===== src/rtl/block_code_encoder.sv =====
// -----------------------------------------------------------------------------
// block_code_encoder
//
// Transmit-side Barker spreader. Each info bit accepted on the AXI4-Stream
// slave is expanded into L signed chips (L = 5 or 13) on the AXI4-Stream
// master. Chips are +AMP / -AMP with AMP = 2^(DATA_WIDTH-1)-1. An info bit of
// 1 sends the code as-is (code bit 1 -> +AMP); an info bit of 0 sends it
// inverted. Chips go out MSB of the code first.
//
// Optional feature macro: BLOCK_CODE_ENC_FRAME_CHECK_EN
//   defined   : per-frame accepted-bit counter; frame_err pulses for one cycle
//               (the cycle after the tlast input handshake) when the frame did
//               not carry NUM_SYMBOLS bits.
//   undefined : no counter, frame_err tied low.
//
// Ports:
//   clk             clock, rising edge
//   s_axis_aresetn  asynchronous active-low reset
//   code_length     code selector (5 or 13), latched at frame start
//   s_axis_tdata    bit 0 = info bit, bits 7:1 ignored
//   s_axis_tvalid   input valid
//   s_axis_tready   input ready
//   s_axis_tlast    last info bit of the frame
//   m_axis_tdata    chip value, signed DATA_WIDTH
//   m_axis_tvalid   chip valid
//   m_axis_tready   downstream ready
//   m_axis_tlast    last chip of the last bit of the frame
//   code_err        sticky: unsupported code_length was latched
//   frame_err       one-cycle pulse on frame-length mismatch
// -----------------------------------------------------------------------------
module block_code_encoder #(
    parameter int DATA_WIDTH  = 4,
    parameter int NUM_SYMBOLS = 20
) (
    input  logic                  clk,
    input  logic                  s_axis_aresetn,
    input  logic [7:0]            code_length,
    input  logic [7:0]            s_axis_tdata,
    input  logic                  s_axis_tvalid,
    output logic                  s_axis_tready,
    input  logic                  s_axis_tlast,
    output logic [DATA_WIDTH-1:0] m_axis_tdata,
    output logic                  m_axis_tvalid,
    input  logic                  m_axis_tready,
    output logic                  m_axis_tlast,
    output logic                  code_err,
    output logic                  frame_err
);

    typedef enum logic [0:0] {
        IDLE = 1'b0,
        SEND = 1'b1
    } state_t;

    localparam logic [DATA_WIDTH-1:0] AMP_POS  = {1'b0, {(DATA_WIDTH-1){1'b1}}};
    localparam logic [DATA_WIDTH-1:0] AMP_NEG  = ~AMP_POS + {{(DATA_WIDTH-1){1'b0}}, 1'b1};
    localparam logic [12:0]           BARKER13 = 13'b1111100110101;
    localparam logic [4:0]            BARKER5  = 5'b11101;

    // Chip value for chip idx of the selected code, spread by the info bit.
    function automatic logic [DATA_WIDTH-1:0] chip_value(
        input logic       use13,
        input logic [3:0] idx,
        input logic       info
    );
        logic code_bit;
        code_bit = 1'b0;
        if (use13) begin
            code_bit = BARKER13[4'd12 - idx];
        end else begin
            code_bit = BARKER5[3'(4'd4 - idx)];
        end
        return (code_bit == info) ? AMP_POS : AMP_NEG;
    endfunction

    state_t                  state_r, state_nxt_s;
    logic [3:0]              chip_idx_r, chip_idx_nxt_s;
    logic                    info_bit_r, info_bit_nxt_s;
    logic                    bit_last_r, bit_last_nxt_s;
    logic                    use13_r, use13_nxt_s;
    logic                    frame_start_r, frame_start_nxt_s;
    logic                    code_err_r, code_err_nxt_s;
    logic                    ready_en_r;
    logic [DATA_WIDTH-1:0]   m_tdata_r, m_tdata_nxt_s;
    logic                    m_tvalid_r, m_tvalid_nxt_s;
    logic                    m_tlast_r, m_tlast_nxt_s;

    logic [3:0]              last_idx_s;
    logic                    last_chip_s;
    logic                    out_fire_s;
    logic                    s_ready_s;
    logic                    in_fire_s;
    logic                    code_ok_s;
    logic                    load_use13_s;
    logic [3:0]              idx_inc_s;
    logic                    unused_tdata_s;

    assign unused_tdata_s = ^s_axis_tdata[7:1];

    // Handshake qualifiers and code selection for the beat being loaded.
    always_comb begin
        last_idx_s   = use13_r ? 4'd12 : 4'd4;
        last_chip_s  = (chip_idx_r == last_idx_s);
        idx_inc_s    = chip_idx_r + 4'd1;
        out_fire_s   = m_tvalid_r && m_axis_tready;
        // In SEND the next bit can only enter on the last-chip handshake, so
        // consecutive bits run back to back without a bubble.
        if (state_r == IDLE) begin
            s_ready_s = ready_en_r;
        end else begin
            s_ready_s = ready_en_r && last_chip_s && m_axis_tready;
        end
        in_fire_s    = s_axis_tvalid && s_ready_s;
        code_ok_s    = (code_length == 8'd5) || (code_length == 8'd13);
        // Anything other than 5 falls back to Barker-13.
        if (frame_start_r) begin
            load_use13_s = (code_length != 8'd5);
        end else begin
            load_use13_s = use13_r;
        end
    end

    // Next-state, chip counter and registered-output next values.
    always_comb begin
        state_nxt_s    = state_r;
        chip_idx_nxt_s = chip_idx_r;
        info_bit_nxt_s = info_bit_r;
        bit_last_nxt_s = bit_last_r;
        use13_nxt_s    = use13_r;
        m_tdata_nxt_s  = m_tdata_r;
        m_tvalid_nxt_s = m_tvalid_r;
        m_tlast_nxt_s  = m_tlast_r;

        case (state_r)
            IDLE: begin
                if (in_fire_s) begin
                    state_nxt_s    = SEND;
                    chip_idx_nxt_s = 4'd0;
                    info_bit_nxt_s = s_axis_tdata[0];
                    bit_last_nxt_s = s_axis_tlast;
                    use13_nxt_s    = load_use13_s;
                    m_tdata_nxt_s  = chip_value(load_use13_s, 4'd0, s_axis_tdata[0]);
                    m_tvalid_nxt_s = 1'b1;
                    m_tlast_nxt_s  = 1'b0;
                end else begin
                    m_tvalid_nxt_s = 1'b0;
                    m_tlast_nxt_s  = 1'b0;
                end
            end
            SEND: begin
                if (out_fire_s) begin
                    if (last_chip_s) begin
                        if (in_fire_s) begin
                            chip_idx_nxt_s = 4'd0;
                            info_bit_nxt_s = s_axis_tdata[0];
                            bit_last_nxt_s = s_axis_tlast;
                            use13_nxt_s    = load_use13_s;
                            m_tdata_nxt_s  = chip_value(load_use13_s, 4'd0, s_axis_tdata[0]);
                            m_tvalid_nxt_s = 1'b1;
                            m_tlast_nxt_s  = 1'b0;
                        end else begin
                            state_nxt_s    = IDLE;
                            chip_idx_nxt_s = 4'd0;
                            m_tdata_nxt_s  = {DATA_WIDTH{1'b0}};
                            m_tvalid_nxt_s = 1'b0;
                            m_tlast_nxt_s  = 1'b0;
                        end
                    end else begin
                        chip_idx_nxt_s = idx_inc_s;
                        m_tdata_nxt_s  = chip_value(use13_r, idx_inc_s, info_bit_r);
                        m_tlast_nxt_s  = bit_last_r && (idx_inc_s == last_idx_s);
                    end
                end else begin
                    // Stalled: hold the presented chip.
                    m_tvalid_nxt_s = 1'b1;
                end
            end
            default: begin
                state_nxt_s    = IDLE;
                m_tvalid_nxt_s = 1'b0;
                m_tlast_nxt_s  = 1'b0;
            end
        endcase

        if (in_fire_s) begin
            frame_start_nxt_s = s_axis_tlast;
        end else begin
            frame_start_nxt_s = frame_start_r;
        end
        code_err_nxt_s = code_err_r | (in_fire_s && frame_start_r && !code_ok_s);
    end

    // State, datapath and output registers.
    always_ff @(posedge clk or negedge s_axis_aresetn) begin
        if (!s_axis_aresetn) begin
            state_r       <= IDLE;
            chip_idx_r    <= 4'd0;
            info_bit_r    <= 1'b0;
            bit_last_r    <= 1'b0;
            use13_r       <= 1'b0;
            frame_start_r <= 1'b1;
            code_err_r    <= 1'b0;
            ready_en_r    <= 1'b0;
            m_tdata_r     <= {DATA_WIDTH{1'b0}};
            m_tvalid_r    <= 1'b0;
            m_tlast_r     <= 1'b0;
        end else begin
            state_r       <= state_nxt_s;
            chip_idx_r    <= chip_idx_nxt_s;
            info_bit_r    <= info_bit_nxt_s;
            bit_last_r    <= bit_last_nxt_s;
            use13_r       <= use13_nxt_s;
            frame_start_r <= frame_start_nxt_s;
            code_err_r    <= code_err_nxt_s;
            ready_en_r    <= 1'b1;
            m_tdata_r     <= m_tdata_nxt_s;
            m_tvalid_r    <= m_tvalid_nxt_s;
            m_tlast_r     <= m_tlast_nxt_s;
        end
    end

    assign s_axis_tready = s_ready_s;
    assign m_axis_tdata  = m_tdata_r;
    assign m_axis_tvalid = m_tvalid_r;
    assign m_axis_tlast  = m_tlast_r;
    assign code_err      = code_err_r;

`ifdef BLOCK_CODE_ENC_FRAME_CHECK_EN
    logic [7:0] bit_cnt_r;
    logic       frame_err_r;
    logic [7:0] cnt_base_s;
    logic [8:0] cnt_inc_s;

    // Bits already accepted in this frame, zero at a frame start.
    always_comb begin
        if (frame_start_r) begin
            cnt_base_s = 8'd0;
        end else begin
            cnt_base_s = bit_cnt_r;
        end
        cnt_inc_s = {1'b0, cnt_base_s} + 9'd1;
    end

    // Saturating bit counter and frame-length mismatch pulse.
    always_ff @(posedge clk or negedge s_axis_aresetn) begin
        if (!s_axis_aresetn) begin
            bit_cnt_r   <= 8'd0;
            frame_err_r <= 1'b0;
        end else if (in_fire_s) begin
            bit_cnt_r   <= (cnt_base_s == 8'hFF) ? 8'hFF : cnt_inc_s[7:0];
            frame_err_r <= s_axis_tlast && (cnt_inc_s != 9'(NUM_SYMBOLS));
        end else begin
            frame_err_r <= 1'b0;
        end
    end

    assign frame_err = frame_err_r;
`else
    logic [7:0] unused_num_symbols_s;
    assign unused_num_symbols_s = 8'(NUM_SYMBOLS);
    assign frame_err = 1'b0;
`endif

endmodule

===== config.mk =====
export PLATFORM = sky130hd
export DESIGN_NAME = block_code_encoder
export DESIGN_NICKNAME = d
export VERILOG_FILES = /design/src/rtl/block_code_encoder.sv
export SDC_FILE = /design/constraint.sdc
export NUM_CORES = 1
export LEC_CHECK = 0
export ABC_AREA = 0
export CORE_MARGIN = 1.5
export CORE_UTILIZATION = 45
export CTS_CLUSTER_DIAMETER = 80
export DETAILED_ROUTE_END_ITERATION = 7
export PLACE_DENSITY = 0.77
export SETUP_SLACK_MARGIN = 0.5
export SLEW_MARGIN = 10
export SYNTH_ARGS = -nofsm -noshare
export SYNTH_HDL_FRONTEND = slang
export SYNTH_SLANG_ARGS = --single-unit

===== constraint.sdc =====
create_clock -name clk -period 2.1 [get_ports clk]
set_input_delay 0.525 -clock clk [delete_from_list [all_inputs] [get_ports clk]]
set_output_delay 0.525 -clock clk [all_outputs]
set_load 0.005 [all_outputs]

# Word level (Yosys, flattened, before mapping)
# Memories as Yosys holds them, arrays and structs flattened.
# Cells that the tools add are included.
# totals
regBits	17
latchBits	0
ramBits	0
mem_bits_ro	24
in_bits	21
output_inout_bits	9
elab_cells	91
mem_count	2
# mem_list
memory	depth	width	rd	rd_ports_with_merged_regs	write_ports	line	rtl
(name not given)	16	1	1	0	0	69	code_bit = BARKER13[4'd12 - idx];
(name not given)	8	1	1	0	0	71	code_bit = BARKER5[3'(4'd4 - idx)];
# classes
addsub	3
multipliers	0
n_div	0
magnitude_cmp	2
n_eq_ne	12
shifts	0
n_mux	48
n_bitwise	2
reduce_logical	11
# op_table
cell	n
4-bit 2-to-1 mux	11
1-bit 2-to-1 mux	29
4-bit case mux with 2 select lines	2
1-bit case mux with 2 select lines	6
4-bit == test	2
8-bit by 3-bit == test with 1-bit output, second input constant	1
8-bit by 4-bit == test with 1-bit output, second input constant	1
8-bit by 3-bit inequality test with 1-bit output, second input constant	1
1-bit logical AND	7
4-bit by 5-bit < comparator with 1-bit output, second input constant	1
4-bit by 1-bit adder with 4-bit output, second input constant	1
3-bit by 4-bit < comparator with 1-bit output, second input constant	1
2-bit by 1-bit inequality test with 1-bit output, second input constant	2
2-bit AND reduction	2
4-bit subtractor, first input constant	1
1-bit == test	3
3-bit inequality test, second input constant	1
3-bit subtractor, first input constant	1
2-bit inequality test, second input constant	1
1-bit logical NOT	1
1-bit logical OR	1
1-bit inverter	1
1-bit bitwise OR	1

# Longest topological paths before layout
# Gate-level depths: netlist of run 1.
# depth
depth_word	16
ltp_mapped	8
depth_no_buf	8

# Least setup slack after synthesis of run 1
# Ideal clock, no wire load.
# synth_timing
path_type	reg-to-reg
startpoint	register chip_idx_r[0]
endpoint	register m_tdata_r[3], in the netlist m_axis_tdata[3]
setup_time_ps	95
arrival_ps	1600
required_ps	2005
slack_ps	405
stages_incl_launch_ff	9
n_path_buf	0
period_less_slack_ps	1695
path_cell_list	dfrtp_1 > inv_1 > ha_1 > nand2b_1 > mux2i_1 > o21ai_1 > a21oi_1 > nor3_1 > o31ai_1
# synth_between
elab_chain_cells	13
elab_cells_between_ends	24
classes_between	add/sub (3); eq/ne (3); mux (12); reduce/logical (4); memory (2)
# synth_lines
item	line	rtl
start, declared	77	logic [3:0] chip_idx_r, chip_idx_nxt_s;
start signal, assigned	209	chip_idx_r <= chip_idx_nxt_s;
4-bit by 1-bit adder with 4-bit output	104	idx_inc_s = chip_idx_r + 4'd1;
4-bit subtractor or 3-bit subtractor (tied branches)	69, 71	
memory 16 x 1 bit or memory 8 x 1 bit (tied branches)	-	
1-bit 2-to-1 mux (on tied branches)	69, 71	
1-bit 2-to-1 mux	68	if (use13) begin
1-bit 2-to-1 mux	152	if (last_chip_s) begin
1-bit 2-to-1 mux	151	if (out_fire_s) begin
1-bit 2-to-1 mux	134	case (state_r)
1-bit == test	73	return (code_bit == info) ? AMP_POS : AMP_NEG;
4-bit 2-to-1 mux	73	
4-bit 2-to-1 mux	152	
4-bit 2-to-1 mux	151	
4-bit case mux with 2 select lines	134	
end signal, assigned	204	m_tdata_r <= {DATA_WIDTH{1'b0}};
end signal, assigned	216	m_tdata_r <= m_tdata_nxt_s;
end, declared	84	logic [DATA_WIDTH-1:0] m_tdata_r, m_tdata_nxt_s;
# Several ways; a longest one is shown, not always the timed one. The select of a mux whose other input is x is not followed.
# A chain may end at the register's enable or synchronous reset.

# Final worst setup path of run 1
# layout_timing
startpoint	register chip_idx_r[0]
endpoint	output s_axis_tready
# layout_between
elab_chain_cells	4
# layout_lines
item	line	rtl
4-bit == test	103	last_chip_s = (chip_idx_r == last_idx_s);
1-bit logical AND (2 in a row)	111	s_ready_s = ready_en_r && last_chip_s && m_axis_tready;
1-bit 2-to-1 mux	108	if (state_r == IDLE) begin
end, declared	40	output logic s_axis_tready,
# No other way between the ends.

==> results of run 1 <==
[layer usage]
layer | track usage (%) | share of wire, % | routed length (um)
met1 | 25.4 | 43 | 979
met3 | 3.94 | 3.6 | 83
met5 | 0 | 0 | 0
met4 | 6.94 | 1.5 | 33
met2 | 30.9 | 52 | 1180
[per-stage QoR]
stage / util [%] / setup TNS (ns) / hold WS [ns] / cells
floorplan: - / 0 / 0.229 / 99
global placement: 65.4 / -0.105 / 0.451 / 154
detailed placement: 65.4 / -0.116 / 0.458 / 154
CTS: 69.3 / 0 / 0.480 / 164
global route: 71.9 / 0 / 0.505 / 166
finish: 71.9 / 0 / 0.480 / 166
[power by group through the flow]
| stage | registers [mW] | clock network [mW] | logic, mW |
|---|---|---|---|
| final | 0.524 | 0.208 | 0.964 |
| after global placement | 0.526 | 0 | 0.834 |
| after global routing | 0.540 | 0.222 | 1.05 |
| after detailed placement | 0.530 | 0 | 0.855 |
| after floorplan | 0.525 | 0 | 0.538 |
| after CTS | 0.518 | 0.217 | 0.913 |
[Yosys cell counts (all sizes together)]
cell type,instances,area (um^2)
dfstp,1,26.3
buf,6,50.0
xnor2,1,16.3
a21boi,2,15.0
and3,1,6.26
inv,4,15.0
nand2,8,30.0
nor3b,1,7.51
ha,3,37.5
nor2,6,22.5
a2bb2oi,1,8.76
o31ai,2,15.0
mux2i,1,10.0
nand3,5,30.0
nand4,1,6.26
nor4b,1,8.76
a22o,1,8.76
a21oi,8,43.8
dfrtp,15,375
a22oi,2,15.0
a31oi,1,6.26
a21o,1,7.51
xor2,1,8.76
and4,1,8.76
nor3,1,5.00
mux2,3,41.3
nand2b,1,6.26
and2,1,8.76
conb,2,7.51
o21ai,7,35.0
nor2b,3,18.8
o211ai,3,36.3
o41ai,1,8.76
a31o,1,8.76
a211oi,1,7.51
o211a,1,10.0
[area by class of cell]
| class | count | area, um^2 | area share, % |
|---|---|---|---|
| Sequential cell | 16 | 407 | 28.2 |
| Timing Repair Buffer | 42 | 362 | 25.1 |
| Multi-Input combinational cell | 73 | 587 | 40.7 |
| Tap cell | 27 | 33.8 | 2.35 |
| Clock buffer | 4 | 36.3 | 2.52 |
| Inverter | 4 | 15.0 | 1.04 |
[cells by family after synthesis]
group                    after synthesis
multiplexers                           4
buffers and inverters                 10
AO/OA/AOI/OAI                         32
other                                  2
AND/OR/NAND/NOR                       30
adder cells (fa/ha/maj)                3
flip-flops                            16
XOR/XNOR                               2
[flip-flops by register name (all words and copies together), names as in the netlist]
name           flops
bit_last_r         1
chip_idx_r         4
code_err           1
frame_start_r      1
info_bit_r         1
m_axis_tdata       3
m_axis_tlast       1
m_axis_tvalid      1
ready_en_r         1
state_r            1
use13_r            1
[how the worst min path moves through the flow]
stage,cells after the start,slack [ns],end,startpoint
floorplan,0,0.23,bit_last_r,s_axis_aresetn
global placement,1,0.45,code_err,code_err
detailed placement,1,0.46,code_err,code_err
CTS,1,0.48,code_err,code_err
global route,2,0.50,m_axis_tlast,m_axis_tlast
finish,1,0.48,code_err,code_err
[repair_timing]
action                                  in CTS  in global routing
resized for setup                           13                 10
endpoints found under the setup margin      17                 12
endpoints found under the hold margin        0                  0
hold buffers                                 0                  0
buffers inserted                             6                  2
pin swaps                                    7                  1
==> flow_metrics.env, run 1 <==
export IMPL_status="finished, final reports clean"
export IMPL_die_width_um=49.5
export IMPL_worst_slack_ns=0.128
export IMPL_synth_cell_types=44
export IMPL_netlist_instances=99
export IMPL_cp_startpoint="chip_idx_r[0]"
export IMPL_cts_sinks=16
export IMPL_io_pins=30
export IMPL_fillers=153
export IMPL_synth_mux_area_share_pct=5.27
export IMPL_path_clk_slew_ns=0.10
export IMPL_drive_gt1_share_pct=36.7
export IMPL_p_int_mw=1.07
export IMPL_dr_pass1_iters=5
export IMPL_antenna_cells=0
export IMPL_via_per_inst=5.17
export IMPL_synth_simple_gate_area_share_pct=16.3
export IMPL_grt_overflow=0
export IMPL_worstSetupStartpointType="flip-flop"
export IMPL_criticalPathCategory="flip-flop to output pin"
export IMPL_area_growth_pct=47.9
export IMPL_finalInstanceArea_um2=1440
export IMPL_grt_setup_unrepaired="yes"
export IMPL_r2r_end="info_bit_r"
export IMPL_ff2ff_setup_slack_ns=0.32
export IMPL_cap_violations=0
export IMPL_leakagePower_nw=0.639
export IMPL_switching_share_pct=37.2
export IMPL_ff2ff_path_depth=7
export IMPL_yosys_area_share_xor_xnor_pct=2.57
export IMPL_insertion_delay_ns=0.29
export IMPL_post_route_period_util_pct=93.9
export IMPL_maxSlewViolCount=0
export IMPL_worstSetupEndpointType="output pin"
export IMPL_numCtsBuffers=3
export IMPL_yosysSeqAreaShare_pct=41.3
export IMPL_synth_compound_area_share_pct=23.3
export IMPL_synth_top_family_by_area="compound AO/OA/AOI/OAI gates"
export IMPL_root_buffer="clkbuf_4"
export IMPL_antenna_found_initial=0
export IMPL_routedWlPerCell_um=13.7
export IMPL_globalplace_congestion=0.818
export IMPL_ys_ff_latch=16
export IMPL_preCtsSetupSlack_ns=-0.116
export IMPL_cpMaxStageDelayCell="dfrtp_2"
export IMPL_most_common_layout_cells="19 x buf_4, 13 x clkdlybuf4s50_1, 11 x dfrtp_1"
export IMPL_cp_max_fo=2
export IMPL_numPortBuffers=21
export IMPL_vdd_ir_drop_max_uv=787
export IMPL_place_area_um2=1310
export IMPL_cp_depth=6
export IMPL_hpwlAfterDp_um=1610
export IMPL_synth_warnings=0
export IMPL_timing_fmax_ghz=0.507
export IMPL_p_total_mw=1.70
export IMPL_grt_pass1_wl_um=3570
export IMPL_num_rows=16
export IMPL_grt_use_total_pct=19.1
export IMPL_p_sw_mw=0.630
export IMPL_wl_um=2270
export IMPL_seqPwrFrac_pct=30.9
export IMPL_final_common_cell="buf_4"
export IMPL_critical_path_top_delay_family="flip-flops"
export IMPL_critPathArrivalTime_ns=1.45
export IMPL_synth_fa_ha_area_share_pct=3.86
export IMPL_period_needed_ns=1.97
export IMPL_clock_path_buffers=2
export IMPL_die_h_um=49.5
export IMPL_syn_area_per_cell_um2=9.83
export IMPL_pwr_share_clk_pct=12.3
export IMPL_final_hold_viol_count=0
export IMPL_cp_num_buf_inv=2
export IMPL_setup_viol=0
export IMPL_syn_area_um2=973
export IMPL_power_density_nw_per_um2=1180
export IMPL_crit_chain="inv_2, ha_4, and3_4, nand2_1, a21boi_1, buf_2"
export IMPL_cp_required_ns=1.57
export IMPL_final_nets=164
export IMPL_cts_tree="done"
export IMPL_post_route_drc_count=0
export IMPL_drt_iter0_markers=16
export IMPL_crit_end="s_axis_tready"
export IMPL_postRouteAntennaNets=0
export IMPL_dieArea_um2=2450
export IMPL_grt_max_degree=17
export IMPL_min_path_type="flip-flop to flip-flop"
export IMPL_fin_skew_ns=0.00353
export IMPL_slowest_delay_ns=0.42
export IMPL_core_area_um2=2000
export IMPL_h_tree_depth=1
export IMPL_initial_core_util_pct=48.6
export IMPL_r2r_start="chip_idx_r[3]"
export IMPL_vias=858
export IMPL_combinationalPowerShare_pct=56.8
export IMPL_first_global_vias=835
export IMPL_syn_num_nets=123
Power figures use the tool's default switching activity.
==> inputs of run 2 (changes only) <==
--- a/config.mk
+++ b/config.mk
@@ -6,11 +6,13 @@
 export NUM_CORES = 1
 export LEC_CHECK = 0
 export ABC_AREA = 0
+export CORE_ASPECT_RATIO = 1.25
 export CORE_MARGIN = 1.5
 export CORE_UTILIZATION = 45
 export CTS_CLUSTER_DIAMETER = 80
 export DETAILED_ROUTE_END_ITERATION = 7
 export PLACE_DENSITY = 0.77
+export RECOVER_POWER = 25
 export SETUP_SLACK_MARGIN = 0.5
 export SLEW_MARGIN = 10
 export SYNTH_ARGS = -nofsm -noshare
==> run 2 against run 1 <==
The flow now finishes with violations (design-rule violations). Clock skew rose by 0.0020 ns. Global-route usage rose by 2.3 points. Sequential share of layout area rose by 0.74 points. Die area barely moved. Count of clock-buffer cells in the layout did not move. Critical endpoint unchanged.
==> flow_metrics.env, run 2 (synthesis results as in run 1) <==
export IMPL_antenna_cells=0
export IMPL_numPortBuffers=21
export IMPL_first_global_vias=885
export IMPL_critPathArrivalTime_ns=1.39
export IMPL_holdBufCountCts=0
export IMPL_drive_gt1_share_pct=34.1
export IMPL_post_route_drc_count=1
export IMPL_path_clk_slew_ns=0.09
export IMPL_die_h_um=55
export IMPL_tightestPinTransition_ns=0.533
export IMPL_cp_max_fo=2
export IMPL_core_area_um2=2000
export IMPL_fin_skew_ns=0.00555
export IMPL_final_util_pct=69.8
export IMPL_period_needed_ns=1.92
export IMPL_p_total_mw=1.65
export IMPL_dr_pass1_iters=6
export IMPL_vias=885
export IMPL_cpMaxStageDelayCell="dfrtp_2"
export IMPL_regMostFlops="chip_idx_r"
export IMPL_whs_ns=0.474
export IMPL_leakagePower_nw=0.630
export IMPL_area_growth_pct=43.7
export IMPL_antenna_found_initial=0
export IMPL_cp_required_ns=1.57
export IMPL_min_path_type="flip-flop to flip-flop"
export IMPL_routedWlPerCell_um=14.1
export IMPL_setup_viol=0
export IMPL_final_nets=163
export IMPL_insertion_delay_ns=0.30
export IMPL_slew_limit_headroom_pct=64.4
export IMPL_clock_path_buffers=2
export IMPL_die_width_um=44.6
export IMPL_cts_tree="done"
export IMPL_post_route_period_util_pct=91.4
export IMPL_most_common_layout_cells="18 x buf_4, 12 x dfrtp_1, 12 x clkdlybuf4s50_1"
export IMPL_finalInstanceArea_um2=1400
export IMPL_timing_fmax_ghz=0.521
export IMPL_status="finished, violations left"
export IMPL_maxSlewViolCount=0
export IMPL_root_buffer="clkbuf_4"
export IMPL_grt_overflow=0
export IMPL_via_per_inst=5.60
export IMPL_largest_reg_flops=4
export IMPL_grt_max_degree=12
export IMPL_num_rows=18
export IMPL_globalplace_congestion=0.803
export IMPL_worstSetupEndpointType="output pin"
export IMPL_wl_um=2240
export IMPL_dieArea_um2=2450
export IMPL_final_hold_viol_count=0
export IMPL_final_common_cell="buf_4"
export IMPL_hpwlAfterDp_um=1720
export IMPL_cts_sinks=16
export IMPL_worstSetupStartpointType="flip-flop"
export IMPL_io_pins=30
export IMPL_cp_num_buf_inv=1
export IMPL_slowest_delay_ns=0.46
export IMPL_initial_core_util_pct=48.6
export IMPL_grt_use_total_pct=21.4
export IMPL_ff2ff_setup_slack_ns=0.35
export IMPL_place_area_um2=1310
export IMPL_numCtsBuffers=3
export IMPL_drt_iter0_markers=19
export IMPL_grt_pass1_wl_um=3760
export IMPL_vdd_ir_drop_max_uv=795
export IMPL_power_density_nw_per_um2=1180
export IMPL_postRouteAntennaNets=0
export IMPL_criticalPathCategory="flip-flop to output pin"
export IMPL_cap_violations=0
export IMPL_crit_chain="xnor2_4, and3_4, nand2_2, a21boi_1, buf_2"
export IMPL_critical_path_top_delay_family="flip-flops"
export IMPL_violations="design-rule violations"
export IMPL_h_tree_depth=1
export IMPL_grt_setup_unrepaired="yes"
## run 2: cell count changes in the layout (fill, tap and decap cells not counted), sizes merged
cell           previous run  this run
clkbuf                    4         5
buf                      22        20
clkdlybuf4s50            13        12
dlygate4sd3               0         1
## run 2: cell type report
cell class,count,area [um^2]
Tap cell,20,25.0
Fill cell,170,606
Inverter,4,15.0
Timing Repair Buffer,41,347
Sequential cell,16,405
Clock buffer,4,36.3
Multi-Input combinational cell,73,571
## run 2: final timing paths
kind                                 from             to  cells past startpoint
min in group asynchronous  s_axis_aresetn  chip_idx_r[1]                      1
min                              code_err       code_err                      1
min reg2reg                      code_err       code_err                      1
max in group asynchronous  s_axis_aresetn     info_bit_r                      2
max                         chip_idx_r[3]  s_axis_tready                      5
max reg2reg                 chip_idx_r[3]     info_bit_r                      7
## run 2: layer usage
layer / GRT usage (%) / share of wire [%] / vias to the layer above
met4: 9.60 / 3.0 / 0
met5: 0 / 0 / -
li1: - / - / 434
met3: 5.19 / 4.8 / 9
met1: 22.8 / 39 / 406
met2: 39.6 / 53 / 36
## run 2: per-stage QoR
| step | setup WS (ns) | std cells | TNS [ns] |
|---|---|---|---|
| floorplan | 0.484 | 99 | 0 |
| global route | 0.134 | 158 | 0 |
| detailed placement | -0.115 | 148 | -0.115 |
| finish | 0.181 | 158 | 0 |
| CTS | 0.174 | 158 | 0 |
| global placement | -0.105 | 148 | -0.105 |
## run 2: what timing repair did
item	in CTS	in global routing
cloned	0	0
endpoints found under the setup margin	15	12
hold endpoints to repair	0	0
buffers inserted	6	0
pin swaps	8	2
resized for setup	17	2
## run 2: report_power, final
group	leakage (nW)	internal [mW]	switching [mW]
clock	0.0210	0.106	0.104
combinational	0.418	0.497	0.425
sequential	0.191	0.426	0.0964
